**config.mk**
```make
export PLATFORM = sky130hd
export DESIGN_NAME = pow_5_seq_feeder
export DESIGN_NICKNAME = d
export VERILOG_FILES = /design/src/rtl/pow_5_seq_feeder.sv
export SDC_FILE = /design/constraint.sdc
export NUM_CORES = 1
export LEC_CHECK = 0
export CORE_MARGIN = 1.5
export CORE_UTILIZATION = 40
export CTS_BUF_LIST = sky130_fd_sc_hd__clkbuf_8
export CTS_CLUSTER_SIZE = 25
export DETAILED_ROUTE_END_ITERATION = 16
export GPL_ROUTABILITY_DRIVEN = 0
export HOLD_SLACK_MARGIN = 0.1
export PLACE_DENSITY = 0.66
export SYNTH_ARGS = -nofsm -noshare
export SYNTH_HDL_FRONTEND = slang
export SYNTH_SLANG_ARGS = --single-unit
```
**constraint.sdc**
```tcl
create_clock -name clock -period 2.57 [get_ports clock]
set_input_delay 0.6425 -clock clock [delete_from_list [all_inputs] [get_ports clock]]
set_output_delay 0.6425 -clock clock [all_outputs]
set_load 0.005 [all_outputs]
```
**src/rtl/pow_5_seq_feeder.sv**
```systemverilog
// pow_5_seq_feeder: buffers producer operands in a small FIFO, launches each
// one into the sequential fifth-power engine once it is idle, and returns the
// engine result paired with the operand that produced it.
module pow_5_seq_feeder #(
  parameter int WIDTH      = 18,
  parameter int DEPTH_LOG2 = 2
) (
  input  logic             clock,
  input  logic             reset_n,
  input  logic             in_valid,
  input  logic [WIDTH-1:0] in_n,
  output logic             in_ready,
  output logic             pow_run,
  output logic [WIDTH-1:0] pow_n,
  input  logic             pow_ready,
  input  logic [WIDTH-1:0] pow_result,
  output logic             out_valid,
  output logic [WIDTH-1:0] out_n,
  output logic [WIDTH-1:0] out_pow
);

  localparam int DEPTH = 1 << DEPTH_LOG2;
  localparam logic [DEPTH_LOG2:0] FULL_COUNT = (DEPTH_LOG2 + 1)'(DEPTH);

  typedef enum logic {
    IDLE,
    BUSY
  } state_t;

  state_t state, state_next;

  logic [WIDTH-1:0]      mem [DEPTH];
  logic [DEPTH_LOG2-1:0] wr_ptr, rd_ptr;
  logic [DEPTH_LOG2:0]   count;
  logic [WIDTH-1:0]      inflight_n;
  logic                  ready_q;
  logic                  push, pop, complete, ready_rise;

  // The FIFO accepts whenever it is not full; the decision uses the current
  // count only, so a simultaneous pop never frees a slot for this edge.
  assign in_ready   = (count != FULL_COUNT);
  assign push       = in_valid && in_ready;
  // Only a low-to-high transition of the engine flag counts as completion, so
  // an engine that is already ready when we launch is never mistaken as done.
  assign ready_rise = pow_ready && !ready_q;

  // Next-state and per-edge strobes: pop the head when idle with data,
  // finish when the engine flag rises while busy.
  always_comb begin
    state_next = state;
    pop        = 1'b0;
    complete   = 1'b0;
    case (state)
      IDLE: begin
        if (count != '0) begin
          pop        = 1'b1;
          state_next = BUSY;
        end
      end
      BUSY: begin
        if (ready_rise) begin
          complete   = 1'b1;
          state_next = IDLE;
        end
      end
      default: state_next = IDLE;
    endcase
  end

  // State register; reset abandons any in-flight operation and treats the
  // engine as idle.
  always_ff @(posedge clock or negedge reset_n) begin
    if (!reset_n) state <= IDLE;
    else          state <= state_next;
  end

  // FIFO storage; contents need no reset because the count gates every read.
  always_ff @(posedge clock) begin
    if (push) mem[wr_ptr] <= in_n;
  end

  // FIFO pointers wrap naturally at the power-of-two depth; a push and a pop
  // on the same edge move both pointers and leave the count unchanged.
  always_ff @(posedge clock or negedge reset_n) begin
    if (!reset_n) begin
      wr_ptr <= '0;
      rd_ptr <= '0;
      count  <= '0;
    end else begin
      if (push) wr_ptr <= wr_ptr + 1'b1;
      if (pop)  rd_ptr <= rd_ptr + 1'b1;
      case ({push, pop})
        2'b10:   count <= count + 1'b1;
        2'b01:   count <= count - 1'b1;
        default: count <= count;
      endcase
    end
  end

  // Registered engine launch and result capture; run and valid are one-cycle
  // strobes because they are rewritten from the strobes on every edge.
  always_ff @(posedge clock or negedge reset_n) begin
    if (!reset_n) begin
      pow_run    <= 1'b0;
      pow_n      <= '0;
      inflight_n <= '0;
      out_valid  <= 1'b0;
      out_n      <= '0;
      out_pow    <= '0;
      ready_q    <= 1'b0;
    end else begin
      ready_q   <= pow_ready;
      pow_run   <= pop;
      out_valid <= complete;
      if (pop) begin
        pow_n      <= mem[rd_ptr];
        inflight_n <= mem[rd_ptr];
      end
      if (complete) begin
        out_n   <= inflight_n;
        out_pow <= pow_result;
      end
    end
  end

endmodule

```
Word level (Yosys, flattened, before mapping)
Memory sizes are Yosys's and may differ from the RTL's. A register that Yosys moved wholly into a read port is not among the register bits.
Cells that the tools add are included.
Storage, ports and cells
  memory bits (writable): 72
  bits in registers: 47
  input bits: 40
  output and inout port bits: 57
  memories: 1
  word-level logic and storage cells: 33
Operators by class
  add/sub/neg operators: 4
  mux-type cells: 9
  reduce and logical (&&, ||, !) cells: 6
  bitwise gates (word level): 1
  equal/unequal tests: 3
Memory list
  mem: depth 4, width 18, rd ports 1, clocked after memory_dff 1, wr ports 1, RTL line 32  | logic [WIDTH-1:0] mem [DEPTH];
Operator list (count)
  1-bit two-way mux: 7
  3-bit one-hot mux with 2 select lines: 1
  2-bit by 1-bit adder with 2-bit output, second input constant: 2
  3-bit by 1-bit adder with 3-bit output, second input constant: 1
  3-bit != test, second input constant: 1
  3-bit nonzero test: 1
  3-bit by 1-bit subtractor with 3-bit output, second input constant: 1
  2-bit by 1-bit == test with 1-bit output, second input constant: 1
  2-bit == test, second input constant: 1
  1-bit logical AND: 2
  1-bit zero test: 2
  1-bit one-hot mux with 2 select lines: 1
  2-bit nonzero test: 1
  1-bit NOT: 1

Longest topological paths before layout
Gate-level depths: netlist of run 1.
  word-level depth: 5
  depth in mapped cells: 9
  depth with buffers taken out: 9

Worst setup path before layout of run 1
OpenSTA, ideal clock, no wires.
  kind: reg-to-reg
  start point: reg count[0]
  end point: reg count[2]
  path slack: 0.514 ns
  clock period less this slack: 2.056 ns
  data required time: 2.491 ns
  arrival: 1.977 ns
  stages on the path, launching flop included: 10
  cells stage by stage: dfrtp_1 > or3b_4 > and2_4 > inv_1 > ha_1 > inv_1 > fa_1 > xor2_1 > nor2_1 > xor2_1
RTL lines
  from (decl): RTL line 34  | logic [DEPTH_LOG2:0] count;
  from (signal assigned): RTL line 93  | 2'b10: count <= count + 1'b1;
  from (signal assigned): RTL line 94  | 2'b01: count <= count - 1'b1;
  from (signal assigned): RTL line 95  | default: count <= count;
  3-bit != test *: RTL line 41  | assign in_ready = (count != FULL_COUNT);
  named net in_ready: RTL line 12  | output logic in_ready,
  1-bit logical AND *: RTL line 42  | assign push = in_valid && in_ready;
  2-bit by 1-bit == test with 1-bit output or 2-bit == test (tied branches): RTL line 92  | case ({push, pop})
  3-bit one-hot mux with 2 select lines or 2-bit nonzero test (tied branches)
The timed path passes the listed nets; every way through them passes the cells marked *.
A chain may end at the register's enable or synchronous reset.

Final worst setup path of run 1
  start point: reg count[0]
  end point: out in_ready
On the way
  cells in the longest elaborated chain, start to end: 1
RTL lines (RTL line)
  3-bit != test: 41
  to (decl): 12
Every way passes these cells.

==> reports/metrics.csv, run 1 <==
stage;metric;value;unit
synth;biggest area consumer among synthesized cells;edfxtp_1;
sta;minimum clock period;2392;ps
status;status;complete, no violations;
clock_tree;TritonCTS Buffers;17;
floorplanning;Starting Density;0.4088;
global_routing;vias in the first global route;2602;
power_and_ir_drop;Pwr Density;1075;mW/mm²
sta;slew at the pin closest to its max-slew limit;515.6;ps
worst_hold_path;min-delay worst type;reg -> reg;
sta;Hold Violations, Final;0;
worst_hold_path;hold_sp;count[2];
synth;Avg Inst Size Synth;20.31;µm²
place;hpwl dp;5.750;mm
power_and_ir_drop;Pleak;2.522;nW
synth;register area share after synthesis;0.7375;
setup_path;crit end category;output pin;
sta;Hold WS;503.4;ps
sta;Fin Setup TNS;0;ps
place;Buffers on Ports;96;
synth;YS warnings;0;
sta;FMAX;418.0;MHz
setup_path;CP Max Fanout;6;
routing;ANT nets after route;0;
routing;average vias per placed instance;4.740;
sta;final worst slack;177.9;ps
floorplanning;vertical die dimension;116.3;µm
clock_tree;Post-CTS Setup Inserts;0;
clock_tree;CTS max path bufs;2;
synth;Syn Nets;299;
setup_path;Reg2Reg Depth;9;
setup_path;CP Data Required Time;1930;ps
place;dpl cells;518;
final_layout;Finished Layout Cells;551;
synth;Post-Syn Area;0.005137;mm²
global_routing;gr usage total;0.1410;
global_routing;first-pass GRT wire length;13.75;mm
global_routing;largest net degree at the start of global routing;34;
clock_tree;CTS tree;built;
floorplanning;Die Wd;116.3;µm
final_layout;ANT cells;0;
floorplanning;die area;0.01353;mm²
clock_tree;Clk pin slew, worst setup/hold paths;70;ps
final_layout;final core utilization;0.5321;
routing;Routed WL;8.854;mm
floorplanning;row count;41;
synth;post-synthesis cell type count;21;
place;Placement Setup Slack;124.8;ps
sta;RSZ-0062 raised after global routing;false;
job;max cap viols;0;
routing;Initial DRC Count;73;
synth;Synth top area share;0.4208;
sta;Final Cycle Share;0.9308;
sta;clock skew;7.314;ps
sta;fin. max-slew vios;0;
routing;routed len/inst;16.07;µm
sta;Setup Viol. Count Final;0;
global_routing;total gr overflow;0;
setup_path;Crit Path Category;reg -> out;
setup_path;Critical Path Start;count[0];
sta;Rel. slew slack;0.6563;
setup_path;Reg-to-Reg End;count[2];
routing;DRC violations left;0;
synth;Gate Count Post-Synth;253;
synth;Seq cells post-synth;137;
final_layout;share of layout cells above drive strength 1;0.3113;
setup_path;reg-to-reg slack, setup;370;ps
setup_path;end of the critical path;in_ready;
final_layout;Final #Nets;412;
global_routing;antenna violations before repair;0;
synth;dominant cells by area after synthesis;edfxtp_1 (42%), dfrtp_1 (32%), mux2_2 (12%);
clock_tree;Sink Count;137;
routing;drt pass-1 iters;4;
floorplanning;core area;0.01257;mm²
floorplanning;I/O Pins;97;
setup_path;RR Startpoint;count[0];
setup_path;Worst setup SP type;flop;
clock_tree;worst skew pair latency;430;ps
power_and_ir_drop;Peak VDD IR;0.3766;mV
clock_tree;# H-tree levels;4;
routing;DR vias;2612;
setup_path;Worst EP arrival;1750;ps
final_layout;Area Growth Syn to Fin;30.18;%
clock_tree;root buf cell;clkbuf_8;
layout make-up:
cell class / count / area (µm²)
Fill cell: 1034 / 5881
Sequential cell: 137 / 3789
Multi-Input combinational cell: 98 / 1259
Tap cell: 172 / 215.2
Timing Repair Buffer: 104 / 1031
Clock inverter: 15 / 130.1
Clock buffer: 17 / 234.0
Inverter: 8 / 30.03
registers in the layout (all words and copies together) (netlist names):
name,flops
mem,72
inflight_n,18
out_n,18
out_pow,18
count,3
rd_ptr,2
wr_ptr,2
out_valid,1
pow_run,1
ready_q,1
state,1
worst max-delay path, stage by stage, from the launching register on:
cell,delay (ps)
dfrtp_1,420
or3b_4,420
clkdlybuf4s50_1,470
power breakdown:
part / internal (mW) / total, mW / switching (mW)
Sequential: 3.00 / 3.31 / 0.312
Combinational: 1.43 / 2.29 / 0.861
Clock: 0.762 / 1.59 / 0.823
kinds of logic after synthesis:
kind of cell,share of synthesized area
fa+ha+maj,0.01607
buf+inv,0.01802
compound gates,0.0009732
mux,0.2021
flops,0.7375
simple gates,0.01510
xor+xnor,0.01023
metal layers:
layer	vias up	global-route usage	routed length (µm)
met5	-	0	0
met4	0	0.06098	175
met3	16	0.04982	518
met2	81	0.2184	4208
met1	1322	0.1808	3952
li1	1193	-	-
stage by stage:
| step | power [mW] | area (µm²) |
|---|---|---|
| after floorplan | 4.512 | 5137 |
| after global placement | 5.645 | 6314 |
| after detailed placement | 5.703 | 6314 |
| after CTS | 7.306 | 6688 |
| after global routing | 7.633 | 6688 |
| final | 7.186 | 6688 |
cell usage after synthesis:
cell and number:
inv_1 8, buf_6 2, mux2_4 1, nor2_1 2, dfrtp_1 65, mux4_2 18, and3_2 4, fa_1 1
edfxtp_1 72, xnor2_1 2, buf_2 8, xor2_1 4, nand3b_1 1, mux2i_1 1, a21oi_1 1, nor3_1 1
or3b_4 1, and2_4 1, nor3b_1 1, ha_1 5, mux2_2 54
worst min path at each step:
| stage | endpoint | cells past startpoint | slack, ps |
|---|---|---|---|
| floorplan | count[0] | 0 | 350 |
| global placement | inflight_n[12] | 1 | 470 |
| detailed placement | inflight_n[12] | 1 | 480 |
| CTS | count[2] | 1 | 510 |
| global route | out_pow[12] | 1 | 520 |
| finish | count[2] | 1 | 500 |
placed cells by master (no fill, tap or decap):
master / count
clkdlybuf4s50_1: 95
edfxtp_1: 72
dfrtp_1: 65
mux2_2: 54
mux4_2: 18
clkbuf_8: 17
inv_1: 9
buf_4: 6
ha_1: 5
and3_2: 4
xor2_1: 4
clkinvlp_4: 4
clkinv_4: 4
xnor2_1: 2
inv_6: 2
clkinv_2: 2
nor3_1: 1
nor2_2: 1
or3b_4: 1
and2_4: 1
nand3b_1: 1
a21oi_1: 1
mux2i_1: 1
mux2_4: 1
nor3b_1: 1
nor2_1: 1
fa_1: 1
clkinv_1: 1
bufinv_16: 1
dlygate4sd3_1: 1
buf_2: 1
buf_12: 1
timing repair:
item / 4_1_cts / 5_1_grt
hold buffers: 1 / 0
endpoints found under the setup margin: 0 / 0
hold endpoints to repair: 5 / 0
resized for setup: 0 / 0
Note: power is estimated with default switching activity, not from simulation.
==> run 2, diff against run 1 <==
--- a/config.mk
+++ b/config.mk
@@ -8,6 +8,7 @@
 export CORE_MARGIN = 1.5
 export CORE_UTILIZATION = 40
 export CTS_BUF_LIST = sky130_fd_sc_hd__clkbuf_8
+export CTS_CLUSTER_DIAMETER = 60
 export CTS_CLUSTER_SIZE = 25
 export DETAILED_ROUTE_END_ITERATION = 16
 export GPL_ROUTABILITY_DRIVEN = 0
==> constraint.sdc (replaced) <==
create_clock -name clock -period 2.57 [get_ports clock]
set_input_delay 0.514 -clock clock [delete_from_list [all_inputs] [get_ports clock]]
set_output_delay 0.514 -clock clock [all_outputs]
set_load 0.005 [all_outputs]
==> reports/metrics.csv, run 2 (synthesis gave the netlist of run 1 again) <==
stage;metric;value;unit;change
sta;final worst slack;313.1;ps;+135.2 ps
floorplanning;I/O Pins;97;;unchanged
final_layout;Finished Layout Cells;551;;unchanged
routing;Initial DRC Count;88;;+21%
clock_tree;root buf cell;clkbuf_8;;
final_layout;area of the multi-input gates;0.001259;mm²;unchanged
sta;slew at the pin closest to its max-slew limit;599.6;ps;+84.08 ps
power_and_ir_drop;sw frac;0.2596;;-0.01815
setup_path;CP Max Fanout;6;;unchanged
floorplanning;core area;0.01257;mm²;unchanged
clock_tree;CTS max path bufs;2;;unchanged
global_routing;largest net degree at the start of global routing;31;;-8.8%
place;Area after DPL;0.006314;mm²;unchanged
global_routing;antenna violations before repair;0;;unchanged
floorplanning;Die Wd;116.3;µm;unchanged
floorplanning;row count;41;;unchanged
routing;DRC violations left;0;;unchanged
final_layout;ANT cells;0;;unchanged
setup_path;Worst EP arrival;1740;ps;about the same
clock_tree;TritonCTS Buffers;17;;unchanged
final_layout;commonest non-fill, non-tap cells in the layout;clkdlybuf4s50_1 (95), edfxtp_1 (72), dfrtp_1 (65), mux2_2 (54);;
clock_tree;Clk pin slew, worst setup/hold paths;70;ps;about the same
setup_path;Worst setup SP type;flop;;
sta;Setup Viol. Count Final;0;;unchanged
sta;minimum clock period;2257;ps;-135.2 ps
clock_tree;Sink Count;137;;unchanged
final_layout;Final Cell Area;0.006775;mm²;+1.3%
routing;routed len/inst;16.49;µm;+2.6%
sta;clock skew;8.461;ps;+1.146 ps
global_routing;total gr overflow;0;;unchanged
final_layout;commonest non-fill, non-tap cell in the layout;clkdlybuf4s50_1;;
clock_tree;Post-CTS Setup Inserts;0;;unchanged
global_routing;first-pass GRT wire length;13.72;mm;-0.25%
worst_hold_path;min-delay worst type;reg -> reg;;
final_layout;final core utilization;0.5391;;+0.006968
status;status;complete, no violations;;
clock_tree;post-cts resize count;0;;unchanged
global_routing;vias in the first global route;2555;;-1.8%
sta;Fin Setup TNS;0;ps;unchanged
power_and_ir_drop;Flop pwr share;0.439;;-0.022
clock_tree;worst skew pair latency;420;ps;about the same
power_and_ir_drop;Combinational Power Share;0.302;;-0.017
final_layout;Area Growth Syn to Fin;31.88;%;
sta;Rel. slew slack;0.6002;;-0.05606
setup_path;Largest stage delay, worst path;480;ps;about the same
power_and_ir_drop;Peak VDD IR;0.3975;mV;+5.5%
power_and_ir_drop;Net Switching;1.962;mW;-1.7%
place;Placement Setup Slack;264.9;ps;+140.1 ps
power_and_ir_drop;power share of the clock group;0.259;;+0.038
power_and_ir_drop;Pwr Density;1116;mW/mm²;+3.8%
sta;Hold Violations, Final;0;;unchanged
setup_path;Crit Path Category;reg -> out;;
final_layout;share of layout cells above drive strength 1;0.3087;;-0.002639
place;Buffers on Ports;96;;unchanged
global_routing;gr usage total;0.1415;;+0.0005459
sta;fin. max-slew vios;0;;unchanged
clock_tree;# H-tree levels;4;;unchanged
routing;average vias per placed instance;4.699;;-0.88%
setup_path;CP cell instances;or3b_4, clkdlybuf4s50_1;;
routing;drt pass-1 iters;4;;unchanged
final_layout;Biggest register;mem;;
final_layout;Register Area;0.003789;mm²;unchanged
power_and_ir_drop;Pleak;2.569;nW;+1.8%
sta;Final Cycle Share;0.8782;;-0.05262
floorplanning;die area;0.01353;mm²;unchanged
final_layout;max reg flops;72;;unchanged
sta;Hold WS;496.9;ps;-6.495 ps
floorplanning;vertical die dimension;116.3;µm;unchanged
clock_tree;CTS tree;built;;
setup_path;CP Data Required Time;2060;ps;+130 ps
routing;Routed WL;9.087;mm;+2.6%
routing;ANT nets after route;0;;unchanged
floorplanning;Starting Density;0.4088;;unchanged
power_and_ir_drop;Cell Int Power;5.597;mW;+7.8%
place;hpwl dp;5.907;mm;+2.7%
final_layout;fillers;1020;;-1.4%
sta;RSZ-0062 raised after global routing;false;;
setup_path;crit end category;output pin;;
job;max cap viols;0;;unchanged
power_and_ir_drop;total power;7.559;mW;+5.2%
routing;DR vias;2589;;-0.88%
setup_path;critical path's slowest cell;clkdlybuf4s50_1;;
final_layout;Final #Nets;412;;unchanged
sta;FMAX;443.1;MHz;+6.0%
place;dpl cells;518;;unchanged
-- run 2: power by group through the flow --
stage | logic, mW | clock network [mW] | registers [mW]
detailed placement | 2.33 | 0 | 3.38
finish | 2.28 | 1.96 | 3.32
global route | 2.49 | 2.10 | 3.40
CTS | 2.34 | 2.01 | 3.34
floorplan | 1.19 | 0 | 3.33
global placement | 2.30 | 0 | 3.34
-- run 2: layout make-up --
type,count,area share
flip-flops and latches,137,0.5592
multi-input cells,98,0.1858
repair buffers,104,0.1522
clock buffers,18,0.03657
well taps,172,0.03176
clock inverters,14,0.03010
inverters,8,0.004432
-- run 2: what timing repair did --
action / in CTS / in global routing
endpoints found under the hold margin: 20 / 0
hold buffers: 1 / 0
setup endpoints to repair: 0 / 0
-- run 2: worst paths after layout --
kind / start / end / slack (ps) / depth (start not counted)
min: count[2] / count[2] / 500 / 1
min reg2reg: count[2] / count[2] / 500 / 1
max in group asynchronous: reset_n / out_pow[1] / 1350 / 3
max: count[0] / in_ready / 310 / 2
max reg2reg: count[0] / count[2] / 390 / 9
min in group asynchronous: reset_n / inflight_n[12] / 630 / 2
-- run 2: critical path, delay by kind of cell (launching register included) --
family,cells,cell delay (ps)
buffers and inverters,1,480
DFF,1,420
and+or+nand+nor,1,420
-- run 2: layer usage --
metal	global-route usage	vias up	wire length, µm
li1	-	1189	-
met1	0.1842	1325	4054
met2	0.2231	71	4475
met3	0.04152	4	470
met4	0.06098	0	86
met5	0	-	0
